===== src/rtl/fifo_stream_reader_if.sv =====
// fifo_stream_reader_if
//   Bundles the FIFO read pins and the downstream valid/ready stream.
//   master : the reader (drives r_en, m_valid, m_data).
//   slave  : the environment (drives empty, rdata, m_ready).
//   Signals:
//     empty   FIFO empty flag (registered in the FIFO)
//     rdata   FIFO read data, valid the cycle after an accepted r_en
//     r_en    read request to the FIFO
//     m_valid output word available
//     m_ready consumer accepts the word
//     m_data  head-of-buffer word
interface fifo_stream_reader_if #(
   parameter int unsigned MEMORY_WIDTH = 4
) ();
   logic                    empty;
   logic [MEMORY_WIDTH-1:0] rdata;
   logic                    r_en;
   logic                    m_valid;
   logic                    m_ready;
   logic [MEMORY_WIDTH-1:0] m_data;

   modport master (
      input  empty, rdata, m_ready,
      output r_en, m_valid, m_data
   );

   modport slave (
      output empty, rdata, m_ready,
      input  r_en, m_valid, m_data
   );
endinterface


===== src/rtl/fifo_stream_reader.sv =====
// fifo_stream_reader
//   Read-side drain controller for a synchronous FIFO. Issues reads into a
//   3-entry circular buffer that absorbs the FIFO's one-cycle read latency
//   and presents the head word on a valid/ready stream. r_en is derived
//   from registered state and empty only, never from m_ready.
//   Ports:
//     clk        clock, rising edge
//     rst_n      asynchronous active-low reset
//     bus        fifo_stream_reader_if.master (FIFO pins + output stream)
//     words_out  completed transfer count (only with FIFO_READER_CNT_EN)
//   Optional feature macro: FIFO_READER_CNT_EN enables the words_out counter.
module fifo_stream_reader #(
   parameter int unsigned MEMORY_WIDTH = 4,
   parameter int unsigned CNT_WIDTH    = 16
) (
   input  logic                 clk,
   input  logic                 rst_n,
`ifdef FIFO_READER_CNT_EN
   fifo_stream_reader_if.master bus,
   output logic [CNT_WIDTH-1:0] words_out
`else
   fifo_stream_reader_if.master bus
`endif
);

   if (MEMORY_WIDTH < 1 || CNT_WIDTH < 1) begin : g_bad_param
      $error("fifo_stream_reader: MEMORY_WIDTH and CNT_WIDTH must be >= 1");
   end

   logic [MEMORY_WIDTH-1:0] buf_q [3];
   logic [1:0]              occ_q, occ_d;
   logic                    inflight_q, inflight_d;
   logic [1:0]              head_q, head_d;
   logic [1:0]              tail_q, tail_d;
   logic [2:0]              level;
   logic                    pop;
   logic                    rd;

   function automatic logic [1:0] ptr_inc(input logic [1:0] p);
      return (p == 2'd2) ? 2'd0 : p + 2'd1;
   endfunction

   always_comb begin
      // Buffered plus in-flight words; a read is only issued when the word
      // it returns is guaranteed a free slot.
      level      = {1'b0, occ_q} + {2'b00, inflight_q};
      rd         = !bus.empty && (level < 3'd3);
      pop        = (occ_q != 2'd0) && bus.m_ready;
      inflight_d = rd;
      occ_d      = occ_q + {1'b0, inflight_q} - {1'b0, pop};
      head_d     = pop        ? ptr_inc(head_q) : head_q;
      tail_d     = inflight_q ? ptr_inc(tail_q) : tail_q;
   end

   assign bus.r_en    = rd;
   assign bus.m_valid = (occ_q != 2'd0);
   assign bus.m_data  = (occ_q != 2'd0) ? buf_q[head_q] : '0;

   always_ff @(posedge clk or negedge rst_n) begin
      if (!rst_n) begin
         occ_q      <= '0;
         inflight_q <= 1'b0;
         head_q     <= '0;
         tail_q     <= '0;
         for (int unsigned i = 0; i < 3; i++) begin
            buf_q[i] <= '0;
         end
      end else begin
         occ_q      <= occ_d;
         inflight_q <= inflight_d;
         head_q     <= head_d;
         tail_q     <= tail_d;
         // Capture slot differs from the popped slot because level <= 3.
         if (inflight_q) begin
            buf_q[tail_q] <= bus.rdata;
         end
      end
   end

`ifdef FIFO_READER_CNT_EN
   logic [CNT_WIDTH-1:0] cnt_q, cnt_d;

   always_comb begin
      cnt_d = cnt_q;
      if (pop) begin
         cnt_d = cnt_q + CNT_WIDTH'(1);
      end
   end

   always_ff @(posedge clk or negedge rst_n) begin
      if (!rst_n) begin
         cnt_q <= '0;
      end else begin
         cnt_q <= cnt_d;
      end
   end

   assign words_out = cnt_q;
`endif

   a_level_bound: assert property (@(posedge clk) disable iff (!rst_n)
      level <= 3'd3);

endmodule


===== src/flat_wrapper.sv =====
// flat-port wrapper written by rule: the top's interface ports become plain ports
module fifo_stream_reader_flat 
#(
   parameter int unsigned MEMORY_WIDTH = 4,
   parameter int unsigned CNT_WIDTH    = 16
)
  (clk, rst_n, bus_empty, bus_rdata, bus_m_ready, bus_r_en, bus_m_valid, bus_m_data);
  fifo_stream_reader_if #(.MEMORY_WIDTH(MEMORY_WIDTH)) bus_i ();
  input  logic clk;
  input  logic rst_n;
  input wire logic [$bits(bus_i.empty)-1:0] bus_empty;
  input wire logic [$bits(bus_i.rdata)-1:0] bus_rdata;
  input wire logic [$bits(bus_i.m_ready)-1:0] bus_m_ready;
  output wire logic [$bits(bus_i.r_en)-1:0] bus_r_en;
  output wire logic [$bits(bus_i.m_valid)-1:0] bus_m_valid;
  output wire logic [$bits(bus_i.m_data)-1:0] bus_m_data;
  assign bus_i.empty = bus_empty;
  assign bus_i.rdata = bus_rdata;
  assign bus_i.m_ready = bus_m_ready;
  assign bus_r_en = bus_i.r_en;
  assign bus_m_valid = bus_i.m_valid;
  assign bus_m_data = bus_i.m_data;
  fifo_stream_reader #(.MEMORY_WIDTH(MEMORY_WIDTH), .CNT_WIDTH(CNT_WIDTH)) u_core (.clk(clk), .rst_n(rst_n), .bus(bus_i));
endmodule

===== config.mk =====
export PLATFORM = sky130hd
export DESIGN_NAME = fifo_stream_reader_flat
export DESIGN_NICKNAME = d
export VERILOG_FILES = /design/src/rtl/fifo_stream_reader_if.sv /design/src/rtl/fifo_stream_reader.sv /design/src/flat_wrapper.sv
export SDC_FILE = /design/constraint.sdc
export NUM_CORES = 1
export LEC_CHECK = 0
export BUFFER_PORTS_ARGS = -buffer_cell sky130_fd_sc_hd__buf_2
export CORE_MARGIN = 2
export CORE_UTILIZATION = 57
export CTS_BUF_LIST = sky130_fd_sc_hd__clkbuf_4 sky130_fd_sc_hd__clkbuf_8
export CTS_CLUSTER_DIAMETER = 120
export CTS_CLUSTER_SIZE = 10
export DETAILED_ROUTE_END_ITERATION = 10
export PLACE_DENSITY_LB_ADDON = 0.1
export SLEW_MARGIN = 5
export SYNTH_ARGS = -nofsm -noshare
export SYNTH_HDL_FRONTEND = slang
export SYNTH_SLANG_ARGS = --single-unit

===== constraint.sdc =====
create_clock -name clk -period 2.3 [get_ports clk]
set_clock_uncertainty 0.2 [all_clocks]
set_input_delay 0.23 -clock clk [delete_from_list [all_inputs] [get_ports clk]]
set_output_delay 0.23 -clock clk [all_outputs]
set_load 0.01 [all_outputs]

* Word level (Yosys, flattened, before mapping) *
Index checks and enable logic that the tools add are counted.

storage, ports and cells
  flip-flop bits (word level) = 19
  latch bits = 0
  RAM bits = 0
  bits in read-only memories = 0
  word-level logic and storage cells = 34
  memories = 0

cells by class
  add/subtract/negate cells = 5
  $mul = 0
  div/mod/pow operators = 0
  order comparisons = 4
  equal/unequal tests = 2
  shifts and indexed selects = 0
  mux-type cells = 9
  bitwise logic cells = 2
  reductions and logical operators = 5

operator list
  kind                                                                   count
  4-bit 2-to-1 mux                                                       4
  12-bit bitwise mux                                                     1
  4-bit binary-select mux with 2-bit select                              1
  4-bit demux with 2-bit select                                          1
  3-bit greater-or-equal comparator (second input constant)              2
  2-bit inverter with 3-bit output                                       2
  2-bit by 1-bit adder with 2-bit output (second input constant)         2
  2-bit equality test (second input constant)                            2
  2-bit 2-to-1 mux                                                       2
  2-bit by 1-bit adder with 3-bit output                                 1
  1-bit logical AND                                                      3
  3-bit by 1-bit < comparator with 1-bit output (second input constant)  1
  3-bit by 2-bit < comparator with 1-bit output (second input constant)  1
  2-bit by 1-bit adder with 2-bit output                                 1
  2-bit nonzero test                                                     1
  2-bit by 1-bit subtractor with 2-bit output                            1
  1-bit logical NOT                                                      1

* Longest topological paths before layout *
  depth after elaboration = 6
  mapped depth = 7
  mapped depth without buffers = 7

* Worst setup path after synthesis *
OpenSTA, ideal clock, no wires.

  path kind = register -> register
  start point = register u_core.occ_q[1]
  end point = register u_core.occ_q[1]
  setup time = 0.123 ns
  data arrival time = 1.537 ns
  data required time = 1.977 ns
  setup slack = 0.441 ns
  stages on the path, launching flop included = 8
  buffers on the path = 0
  path through = dfrtp_1 > o21ai_0 > inv_1 > ha_1 > inv_1 > ha_1 > xnor2_1 > xnor2_1

on the way
  word-level cells in the longest chain between the ends = 3

ends and longest elaborated chain
  element                                      line                      RTL
  start: declaration                           fifo_stream_reader.sv:31  logic [1:0] occ_q, occ_d;
  start signal: assignment                     fifo_stream_reader.sv:61  occ_q <= '0;
  start signal: assignment                     fifo_stream_reader.sv:69  occ_q <= occ_d;
  2-bit nonzero test                           fifo_stream_reader.sv:48  pop = (occ_q != 2'd0) && bus.m_ready;
  1-bit logical AND                            fifo_stream_reader.sv:48
  via u_core.pop                               fifo_stream_reader.sv:36  logic pop;
  2-bit by 1-bit subtractor with 2-bit output  fifo_stream_reader.sv:50  occ_d = occ_q + {1'b0, inflight_q} - {1'b0, pop};
  via u_core.occ_d[1]                          fifo_stream_reader.sv:31

The timed path passes the listed nets, and every way through them passes these cells.
A chain may end at the register's enable or synchronous reset.

* Worst setup path after layout *
  start point = register u_core.inflight_q
  end point = output bus_r_en

on the way
  word-level cells in the longest chain between the ends = 3

ends and longest elaborated chain
  element                                        line                      RTL
  start: declaration                             fifo_stream_reader.sv:32  logic inflight_q, inflight_d;
  start signal: assignment                       fifo_stream_reader.sv:70  inflight_q <= inflight_d;
  2-bit by 1-bit adder with 3-bit output         fifo_stream_reader.sv:46  level = {1'b0, occ_q} + {2'b00, inflight_q};
  3-bit by 2-bit < comparator with 1-bit output  fifo_stream_reader.sv:47  rd = !bus.empty && (level < 3'd3);
  1-bit logical AND                              fifo_stream_reader.sv:47
  end: declaration                               flat_wrapper.sv:14        output wire logic [$bits(bus_i.r_en)-1:0] bus_r_en;

No other way between the ends.

==> results.cfg <==
[yosys]
netlist_area_um2 = 901
netlist_top_cells_area = dfrtp_1 (53%), mux2_2 (10%), a211oi_1 (7.5%)
synth_area_per_cell_um2 = 12.2
ys_warn_count = 0
synth_seq_cells = 19
yosysSeqAreaShare = 0.528
synth_top_area_frac = 0.528
synth_cells = 74
synth_nets = 86
yosysTopAreaCell = dfrtp_1
synth.distinct_cells = 19

[clocking]
cts_resized = 0
clkTransAtPathRegs_ns = 0.10
cts_sinks = 19
cts_tree = built
htreeDepth = 1
root_buffer = clkbuf_4
numCtsBuffers = 3
clockBufferDepth = 2
clock_latency_ns = 0.28

[power_and_ir_drop]
peakVddDrop_mv = 0.805
comb_power_share = 0.440
powerDensity_nw_per_um2 = 1390
p_sw_w = 0.000545
swShare = 0.365
p_leak_nw = 0.505
power.internal_w = 0.000950
p_seq_frac = 0.441
clkPwrFrac = 0.119

[timing]
fmax_mhz = 480
hold_viol_final = 0
rsz0062_at_grt = false
tightestPinTransition_ns = 0.459
slew_headroom = 0.693
setup_violations = 0
fin_ws_ns = 0.215
fin_setup_tns_ns = 0
drv_slew = 0
period_needed_ns = 2.08
finalCritPeriodShare = 0.906

[global_route]
grt_max_degree = 20
antenna_found_initial = 0
grt_pass1_vias = 575
grt_pass1_wl_um = 2500
grt-ovfl-total = 0
grt_usage = 0.177

[detailed_routing]
wl_per_cell_um = 12.8
num_vias = 591
drc = 0
routed_wl_um = 1430
first_pass_iters = 2
viasPerCell = 5.28
drtAntennaViolNets = 0
drt_iter0_markers = 5

[cells_and_area]
area_growth_pct = 19.4
final_nets = 109
drive_above_1_share = 0.302
diodes = 0

[die]
fp.dieW_um = 43.8
coreArea_um2 = 1490
initial_core_util = 0.605
placementRows = 14
io-pin-count = 14
dieArea_um2 = 1910
die_h_um = 43.8

[critical_path]
worstSetupEndpointType = output pin
crit_fanout = 5
cp.arrival_ns = 1.65
start_kind = flip-flop
crit_type = flip-flop to output pin
crit_required_ns = 1.87

[place]
io_buffers = 13
gp_routability_congestion = 0.762
dp_slack_ns = 0.523
dp_hpwl_um = 1030

[run_status]
status = completed

[worst_hold_path]
min_path_type = input port to flip-flop

[flow_run]
maxCapViolCount = 0
registers in the layout (all words and copies together) (netlist names):
register,cells
u_core.buf_q,12
u_core.head_q,2
u_core.occ_q,2
u_core.tail_q,2
u_core.inflight_q,1
critical path, stage by stage (launching register included):
cell and delay (ns):
dfrtp_1 0.43, ha_1 0.22, ha_1 0.27, a211oi_1 0.27
buf_2 0.18
what timing repair did:
action	4_1_cts	5_1_grt
endpoints found under the setup margin	0	0
setup buffers	0	0
endpoints found under the hold margin	30	0
hold buffers	6	0
layout by cell type, fill, tap and decap left out, drive strengths merged:
cell type	count
dfrtp	19
buf	14
mux2	12
a211oi	9
dlygate4sd3	6
inv	6
nand2b	5
nor2b	4
ha	4
clkbuf	4
o21ai	3
xnor2	2
a21o	2
nor3	2
nor2	1
nand3	1
or3	1
nand2	1
synthesized netlist by cell type:
cell / count
a211oi_1: 9
a21o_1: 2
clkbuf_1: 2
dfrtp_1: 19
ha_1: 4
inv_1: 5
inv_2: 1
mux2_1: 4
mux2_2: 8
nand2_1: 1
nand2b_1: 5
nand3_1: 1
nor2_1: 1
nor2b_1: 4
nor3_1: 1
nor3_2: 1
o21ai_0: 3
or3_4: 1
xnor2_1: 2
per-layer routing:
| metal | routed length (um) | vias up | track usage |
|---|---|---|---|
| li1 | - | 305 | - |
| met1 | 719 | 277 | 0.252 |
| met2 | 662 | 9 | 0.282 |
| met3 | 49 | 0 | 0.0250 |
| met4 | 0 | 0 | 0.0545 |
| met5 | 0 | - | 0 |
final timing paths:
kind	from	end	slack, ns	cells past startpoint
max reg2reg	u_core.occ_q[1]	u_core.occ_q[1]	0.52	7
min in group asynchronous	rst_n	u_core.buf_q[5]	0.20	2
min reg2reg	u_core.buf_q[0]	u_core.buf_q[0]	0.30	1
max in group asynchronous	rst_n	u_core.inflight_q	1.41	2
max	u_core.inflight_q	bus_r_en	0.22	4
min	bus_m_ready	u_core.head_q[1]	0.16	4
final cells by class:
class,count,area [um^2]
repair buffers,20,133
inverters,6,22.5
fillers,109,413
well taps,16,20.0
flip-flops and latches,19,475
clock buffers,4,30.0
multi-input cells,47,395
per-stage QoR:
step	util	hold WS [ns]	instance area [um^2]	std cells	total power [W]
6_report	0.723	0.159	1080	112	0.00150
2_1_floorplan	-	-0.266	901	74	0.00113
3_5_place_dp	0.662	-0.0113	986	102	0.00133
4_1_cts	0.723	0.159	1080	112	0.00151
3_3_place_gp	0.662	-0.0141	986	102	0.00130
5_1_grt	0.723	0.196	1080	112	0.00163
power by group through the flow:
| stage | Sequential, W | Combinational (W) | Clock, W |
|---|---|---|---|
| after detailed placement | 0.000670 | 0.000660 | 0 |
| after CTS | 0.000661 | 0.000671 | 0.000182 |
| after global placement | 0.000658 | 0.000638 | 0 |
| after global routing | 0.000694 | 0.000743 | 0.000190 |
| after floorplan | 0.000598 | 0.000531 | 0 |
| final | 0.000659 | 0.000659 | 0.000177 |
logic make-up (layout without fill, tap and decap cells):
logic type	after synthesis	count (layout)	synth area share
AO/OA/AOI/OAI	14	14	0.108
XOR/XNOR	2	2	0.0194
adder cells (fa/ha/maj)	4	4	0.0556
buffers and inverters	8	30	0.0333
flip-flops	19	19	0.528
multiplexers	12	12	0.150
AND/OR/NAND/NOR	15	15	0.106
Power figures use the tool's default switching activity.
